[config.mk]
export PLATFORM = sky130hd
export DESIGN_NAME = mem_arbiter
export DESIGN_NICKNAME = d
export VERILOG_FILES = /design/src/rtl/memarb_pkg.sv /design/src/rtl/rr_arbiter.sv /design/src/rtl/mem_arbiter.sv
export SDC_FILE = /design/constraint.sdc
export NUM_CORES = 1
export LEC_CHECK = 0
export ABC_AREA = 1
export CORE_ASPECT_RATIO = 2
export CORE_MARGIN = 2
export CORE_UTILIZATION = 35
export CTS_BUF_LIST = sky130_fd_sc_hd__clkbuf_4 sky130_fd_sc_hd__clkbuf_8 sky130_fd_sc_hd__clkbuf_16
export DETAILED_ROUTE_END_ITERATION = 8
export GPL_ROUTABILITY_DRIVEN = 0
export PLACE_DENSITY_LB_ADDON = 0.2
export SLEW_MARGIN = 20
export SYNTH_ARGS = -nofsm -noshare
export SYNTH_HDL_FRONTEND = slang
export SYNTH_SLANG_ARGS = --single-unit
[constraint.sdc]
create_clock -name clock -period 2.7 [get_ports clock]
set_clock_uncertainty 0.15 [all_clocks]
set_input_delay 0.81 -clock clock [delete_from_list [all_inputs] [get_ports clock]]
set_output_delay 0.81 -clock clock [all_outputs]
set_load 0.02 [all_outputs]
[src/rtl/memarb_pkg.sv]
// Shared widths and FSM state type for the Tomasulo data-memory arbiter.
package memarb_pkg;
    localparam int ADDR_W = 4;
    localparam int DATA_W = 16;

    typedef enum logic [1:0] {
        IDLE   = 2'd0,
        ACCESS = 2'd1,
        BCAST  = 2'd2
    } memarb_state_t;
endpackage

[src/rtl/rr_arbiter.sv]
// Combinational round-robin picker: the lowest requester at or above ptr wins,
// otherwise the search wraps around to the lowest requester overall.
module rr_arbiter #(
    parameter int N     = 4,
    parameter int PTR_W = (N > 1) ? $clog2(N) : 1
) (
    input  logic [N-1:0]     req,
    input  logic [PTR_W-1:0] ptr,
    output logic [N-1:0]     grant
);
    logic [N-1:0] upper_mask;
    logic [N-1:0] upper_req;
    logic [N-1:0] pick_req;

    assign upper_mask = ~((N'(1) << ptr) - N'(1));
    assign upper_req  = req & upper_mask;
    assign pick_req   = (|upper_req) ? upper_req : req;
    // Isolate the lowest set bit of the chosen half.
    assign grant      = pick_req & (~pick_req + N'(1));
endmodule

[src/rtl/mem_arbiter.sv]
// Load/store sequencer for the 16x16 data memory with round-robin arbitration and CDB broadcast.
// Define MEMARB_STORE_PRIO_EN to let pending stores win over loads.
module mem_arbiter
    import memarb_pkg::*;
#(
    parameter int NREQ    = 4,
    parameter int TAG_W   = 3,
    parameter int MEM_LAT = 2
) (
    input  logic                     clock,
    input  logic                     reset,
    input  logic [NREQ-1:0]          req,
    input  logic [NREQ-1:0]          req_we,
    input  logic [NREQ*ADDR_W-1:0]   req_addr,
    input  logic [NREQ*DATA_W-1:0]   req_data,
    input  logic [NREQ*TAG_W-1:0]    req_tag,
    output logic [NREQ-1:0]          gnt,
    output logic [ADDR_W-1:0]        mem_addr,
    output logic                     mem_write,
    output logic [DATA_W-1:0]        mem_wdata,
    input  logic [DATA_W-1:0]        mem_rdata,
    output logic                     cdb_valid,
    output logic [TAG_W-1:0]         cdb_tag,
    output logic [DATA_W-1:0]        cdb_data,
    input  logic                     cdb_ready,
    output logic                     busy
);
    localparam int PTR_W = $clog2(NREQ);
    localparam int CNT_W = (MEM_LAT > 1) ? $clog2(MEM_LAT) : 1;

    logic [ADDR_W-1:0] addr_arr [NREQ];
    logic [DATA_W-1:0] data_arr [NREQ];
    logic [TAG_W-1:0]  tag_arr  [NREQ];

    genvar gi;
    generate
        for (gi = 0; gi < NREQ; gi++) begin : g_unpack
            assign addr_arr[gi] = req_addr[gi*ADDR_W +: ADDR_W];
            assign data_arr[gi] = req_data[gi*DATA_W +: DATA_W];
            assign tag_arr[gi]  = req_tag[gi*TAG_W +: TAG_W];
        end
    endgenerate

    memarb_state_t     state_reg;
    logic [PTR_W-1:0]  rr_ptr_reg;
    logic [CNT_W-1:0]  cnt_reg;
    logic [NREQ-1:0]   gnt_reg;
    logic              we_reg;
    logic [TAG_W-1:0]  tag_reg;
    logic [ADDR_W-1:0] mem_addr_reg;
    logic              mem_write_reg;
    logic [DATA_W-1:0] mem_wdata_reg;
    logic              cdb_valid_reg;
    logic [TAG_W-1:0]  cdb_tag_reg;
    logic [DATA_W-1:0] cdb_data_reg;
    logic              busy_reg;

    logic [NREQ-1:0]   arb_req;
    logic [NREQ-1:0]   grant;

`ifdef MEMARB_STORE_PRIO_EN
    logic [NREQ-1:0]   store_req;
    assign store_req = req & req_we;
    assign arb_req   = (|store_req) ? store_req : req;
`else
    assign arb_req   = req;
`endif

    rr_arbiter #(.N(NREQ), .PTR_W(PTR_W)) u_rr (
        .req   (arb_req),
        .ptr   (rr_ptr_reg),
        .grant (grant)
    );

    logic              sel_we;
    logic [ADDR_W-1:0] sel_addr;
    logic [DATA_W-1:0] sel_data;
    logic [TAG_W-1:0]  sel_tag;
    logic [PTR_W-1:0]  next_ptr;

    always_comb begin
        sel_we   = 1'b0;
        sel_addr = '0;
        sel_data = '0;
        sel_tag  = '0;
        next_ptr = '0;
        for (int i = 0; i < NREQ; i++) begin
            if (grant[i]) begin
                sel_we   = req_we[i];
                sel_addr = addr_arr[i];
                sel_data = data_arr[i];
                sel_tag  = tag_arr[i];
                next_ptr = (i == NREQ - 1) ? '0 : PTR_W'(i + 1);
            end
        end
    end

    always_ff @(posedge clock) begin
        if (reset) begin
            state_reg     <= IDLE;
            rr_ptr_reg    <= '0;
            cnt_reg       <= '0;
            gnt_reg       <= '0;
            we_reg        <= 1'b0;
            tag_reg       <= '0;
            mem_addr_reg  <= '0;
            mem_write_reg <= 1'b0;
            mem_wdata_reg <= '0;
            cdb_valid_reg <= 1'b0;
            cdb_tag_reg   <= '0;
            cdb_data_reg  <= '0;
            busy_reg      <= 1'b0;
        end else begin
            gnt_reg <= '0;
            case (state_reg)
                IDLE: begin
                    if (|arb_req) begin
                        state_reg     <= ACCESS;
                        busy_reg      <= 1'b1;
                        gnt_reg       <= grant;
                        rr_ptr_reg    <= next_ptr;
                        we_reg        <= sel_we;
                        tag_reg       <= sel_tag;
                        mem_addr_reg  <= sel_addr;
                        mem_wdata_reg <= sel_data;
                        mem_write_reg <= sel_we;
                        cnt_reg       <= CNT_W'(MEM_LAT - 1);
                    end
                end
                ACCESS: begin
                    if (cnt_reg == '0) begin
                        mem_write_reg <= 1'b0;
                        if (we_reg) begin
                            state_reg <= IDLE;
                            busy_reg  <= 1'b0;
                        end else begin
                            // Read data is sampled on the last edge of the access window.
                            cdb_data_reg  <= mem_rdata;
                            cdb_tag_reg   <= tag_reg;
                            cdb_valid_reg <= 1'b1;
                            state_reg     <= BCAST;
                        end
                    end else begin
                        cnt_reg <= cnt_reg - CNT_W'(1);
                    end
                end
                BCAST: begin
                    if (cdb_ready) begin
                        cdb_valid_reg <= 1'b0;
                        state_reg     <= IDLE;
                        busy_reg      <= 1'b0;
                    end
                end
                default: begin
                    state_reg <= IDLE;
                    busy_reg  <= 1'b0;
                end
            endcase
        end
    end

    assign gnt       = gnt_reg;
    assign mem_addr  = mem_addr_reg;
    assign mem_write = mem_write_reg;
    assign mem_wdata = mem_wdata_reg;
    assign cdb_valid = cdb_valid_reg;
    assign cdb_tag   = cdb_tag_reg;
    assign cdb_data  = cdb_data_reg;
    assign busy      = busy_reg;
endmodule
==> qor.tcl <==
set qor(outcome) {finished, final reports clean}
set qor(post_synth_and_or_nand_nor_area_fraction) 0.3699
set qor(cts_tree) {built}
set qor(nNetsFinal) 707
set qor(fmaxAchievable_mhz) 404.3
set qor(grtUsageTotal) 0.2128
set qor(layout-area-overhead-vs-synth_pct) 65.82
set qor(port_buffers) 164
set qor(worst_path_max_delay_cell) {clkdlybuf4s50_1}
set qor(ctsLongestPathBuffers) 2
set qor(cts_sinks) 55
set qor(placedCellCount) 679
set qor(cp_common_cell) {nor2_1}
set qor(timing.final.max_slew_violations) 0
set qor(syn_area_um2) 2943
set qor(multi_input_area_um2) 1506
set qor(power.density_nw_per_um2) 598.8
set qor(worstHoldPathType) {reg -> reg}
set qor(core_area_um2) 8233
set qor(clk_pin_slew_worst_setup_hold_paths_ps) 70
set qor(cts-buffers-inserted) 5
set qor(tightestPinTransition_ps) 570.4
set qor(diodes) 0
set qor(worst_path_maximum_fanout) 27
set qor(register_area_um2) 1101
set qor(die_w_um) 68.84
set qor(route.vias.total) 3413
set qor(unrepaired_setup_endpoints_after_global_routing) {false}
set qor(boundaryPins) 165
set qor(synth.net_count) 547
set qor(firstDrtPassIters) 5
set qor(worstSkewPairLatency_ps) 290
set qor(timing.reg2reg.setup_slack_ps) 710
set qor(fillerInstances) 800
set qor(hold_end) {busy$_SDFFE_PP0P_}
set qor(crit_type) {in -> reg}
set qor(syn-mean-instance-area_um2) 6.876
set qor(grt_start_max_net_pins) 39
set qor(cpPeakStageDelay_ps) 460
set qor(timing.final.hold_violations) 0
set qor(path_delay_family) {simple AND/OR/NAND/NOR gates}
set qor(timing.max_cap.violations) 0
set qor(worstPathCellList) {clkdlybuf4s50_1 > a21oi_2 > nand4_2 > nand2_4 > nand3_4 > o21ai_0 > nor2_1 > nor2_1}
set qor(synth-seq-cells) 55
set qor(total_detailed_routing_wirelength_um) 9473
set qor(post_layout_nonfiller_instances) 687
set qor(synth_compound_area_frac) 0.1412
set qor(synth_adder_area_share) 0
set qor(final_layout_size_suffix_gt1_frac) 0.08998
set qor(post_cts_resize_count) 0
set qor(die_h_um) 133.7
set qor(synth.yosys.warnings) 0
set qor(worstHoldStart) {busy$_SDFFE_PP0P_}
set qor(synth_seq_area_share) 0.3741
set qor(maxSlewHeadroom) 0.6193
set qor(finalCritPeriodShare) 0.9160
set qor(worst_ep_required_time_ps) 2780
set qor(setup_viol_count_final) 0
set qor(htree_num_levels) 2
set qor(cts.root.buffer_cell) {clkbuf_16}
set qor(hold_ws_ps) 328.8
set qor(initial_core_util) 0.3574
set qor(post_drt_wl_per_cell_um) 13.79
set qor(timing.critical_path.depth) 8
set qor(hold_buffers) 0
set qor(fp-row-count) 47
set qor(worstSetupEndpointType) {flop}
set qor(design_area_um2) 4880
set qor(min_path_cells) 2
set qor(synth_area_in_xor_xnor) 0
set qor(grt_pass1_vias) 3407
set qor(timing.critical_path.buf_inv) 1
set qor(remaining_drc_errors) 0
set qor(worst_ir_drop_vdd_mv) 0.3422
set qor(viasPerCell) 4.968
set qor(fp.dieArea_um2) 9202
set qor(hpwlAfterDp_um) 7399
set qor(main_combinational_cell_family_by_area_after_synthesis) {simple AND/OR/NAND/NOR gates}
set qor(drt-initial-drc-count) 130
set qor(reg2reg_to) {cdb_valid$_SDFFE_PP0P_}
set qor(setup.worst_path.start_class) {input pin}
set qor(period_needed_ps) 2473
set qor(r2r_start) {state_reg[0]$_SDFFE_PP0P_}
set qor(overflow) 0
set qor(global_route_wire_length_before_repair_um) 15100
set qor(critPathArrivalTime_ps) 2550
set qor(cell_variety_after_synth) 29
set qor(post-cts-setup-buffer-count) 0
set qor(power.static_leakage_uw) 0.002035
set qor(synthMuxAreaShare) 0
set qor(dpl_cell_area_um2) 4725
set qor(syn-instance-count) 428
set qor(worstRegToRegCells) 9
set qor(final_antenna_net_count) 0
set qor(initial_antenna_violation_count) 0
[tightest hold or removal path, stage by stage, from the launching register on]
cell and delay (ps):
dfxtp_1 310, o21ai_0 70, a21oi_1 60
[synthesized netlist by cell type]
| cell | n | share of area |
|---|---|---|
| nor2_1 | 98 | 0.12 |
| buf_4 | 6 | 0.015 |
| a21oi_1 | 10 | 0.017 |
| buf_8 | 1 | 0.0051 |
| inv_1 | 35 | 0.045 |
| o211ai_1 | 2 | 0.0051 |
| o31ai_1 | 1 | 0.0026 |
| buf_12 | 1 | 0.0068 |
| nand3_4 | 1 | 0.0060 |
| a21oi_2 | 1 | 0.0030 |
| clkbuf_2 | 1 | 0.0017 |
| o21ai_1 | 11 | 0.019 |
| inv_2 | 2 | 0.0026 |
| nand3_1 | 57 | 0.097 |
| nand3b_1 | 1 | 0.0026 |
| nand3_2 | 15 | 0.051 |
| nand2_4 | 1 | 0.0038 |
| o21ai_2 | 1 | 0.0030 |
| buf_6 | 5 | 0.019 |
| buf_2 | 2 | 0.0034 |
| clkbuf_1 | 11 | 0.014 |
| nor2_8 | 1 | 0.0068 |
| nand2_2 | 4 | 0.0085 |
| o21ai_0 | 54 | 0.092 |
| inv_4 | 1 | 0.0021 |
| nand2_1 | 46 | 0.059 |
| nand4_2 | 1 | 0.0043 |
| dfxtp_1 | 55 | 0.37 |
| nand4_1 | 3 | 0.0064 |
[metal layers]
metal | wire length [um] | up-vias | track usage
li1 | - | 1710 | -
met4 | 305 | 0 | 0.08497
met5 | 0 | - | 0
met2 | 5204 | 150 | 0.4071
met3 | 623 | 20 | 0.03547
met1 | 3340 | 1533 | 0.2115
[stage by stage]
stage	worst slack, ps	TNS (ps)	utilization	power (uW)
after global placement	-21.97	-60.11	0.5739	2265
final	226.7	0	0.5927	2922
after floorplan	680.6	0	-	1721
after CTS	226.5	0	0.5927	2959
after global routing	28.82	0	0.5927	3114
after detailed placement	-78.99	-823.9	0.5739	2286
[power breakdown]
group | switching [uW] | internal [uW]
combinational | 639 | 600
clock | 291 | 371
sequential | 71.5 | 949
total | 1000 | 1920
[cell usage in the layout, fill, tap and decap left out]
master | netlist | final
nor2_2 | 0 | 1
o21ai_2 | 1 | 1
nand3_2 | 15 | 15
clkdlybuf4s50_1 | 0 | 164
o31ai_1 | 1 | 1
clkbuf_16 | 0 | 5
nor2_1 | 98 | 97
nand2_1 | 46 | 46
o21ai_0 | 54 | 54
nand3b_1 | 1 | 1
buf_12 | 1 | 7
nor2_8 | 1 | 1
a21oi_2 | 1 | 1
nand4_2 | 1 | 1
inv_4 | 1 | 1
a21oi_1 | 10 | 10
buf_4 | 6 | 9
o21ai_1 | 11 | 11
clkinvlp_4 | 0 | 1
inv_1 | 35 | 35
nand2_2 | 4 | 4
inv_2 | 2 | 2
nand3_4 | 1 | 1
clkbuf_8 | 0 | 1
nand3_1 | 57 | 57
clkinv_4 | 0 | 1
nand4_1 | 3 | 3
o211ai_1 | 2 | 2
nand2_4 | 1 | 1
dfxtp_1 | 55 | 55
[cell type report]
type / count / area share
repair buffers: 180 / 0.3790
multi-input cells: 308 / 0.3087
flip-flops and latches: 55 / 0.2256
inverters: 38 / 0.02974
clock buffers: 6 / 0.02846
well taps: 98 / 0.02513
clock inverters: 2 / 0.003333
[how the worst max path moves through the flow]
| stage | from | end |
|---|---|---|
| after floorplan | req[1] | mem_wdata[15]$_SDFFE_PP0P_ |
| after global placement | req[1] | mem_write$_SDFFE_PP0P_ |
| after detailed placement | req[1] | mem_wdata[2]$_SDFFE_PP0P_ |
| after CTS | req[1] | mem_wdata[2]$_SDFFE_PP0P_ |
| after global routing | req[1] | mem_wdata[7]$_SDFFE_PP0P_ |
| final | req[1] | mem_wdata[9]$_SDFFE_PP0P_ |
[kinds of logic after synthesis]
kind of cell,Yosys count
buffers and inverters,65
AND/OR/NAND/NOR,228
flip-flops,55
AO/OA/AOI/OAI,80
Power figures use the tool's default switching activity.
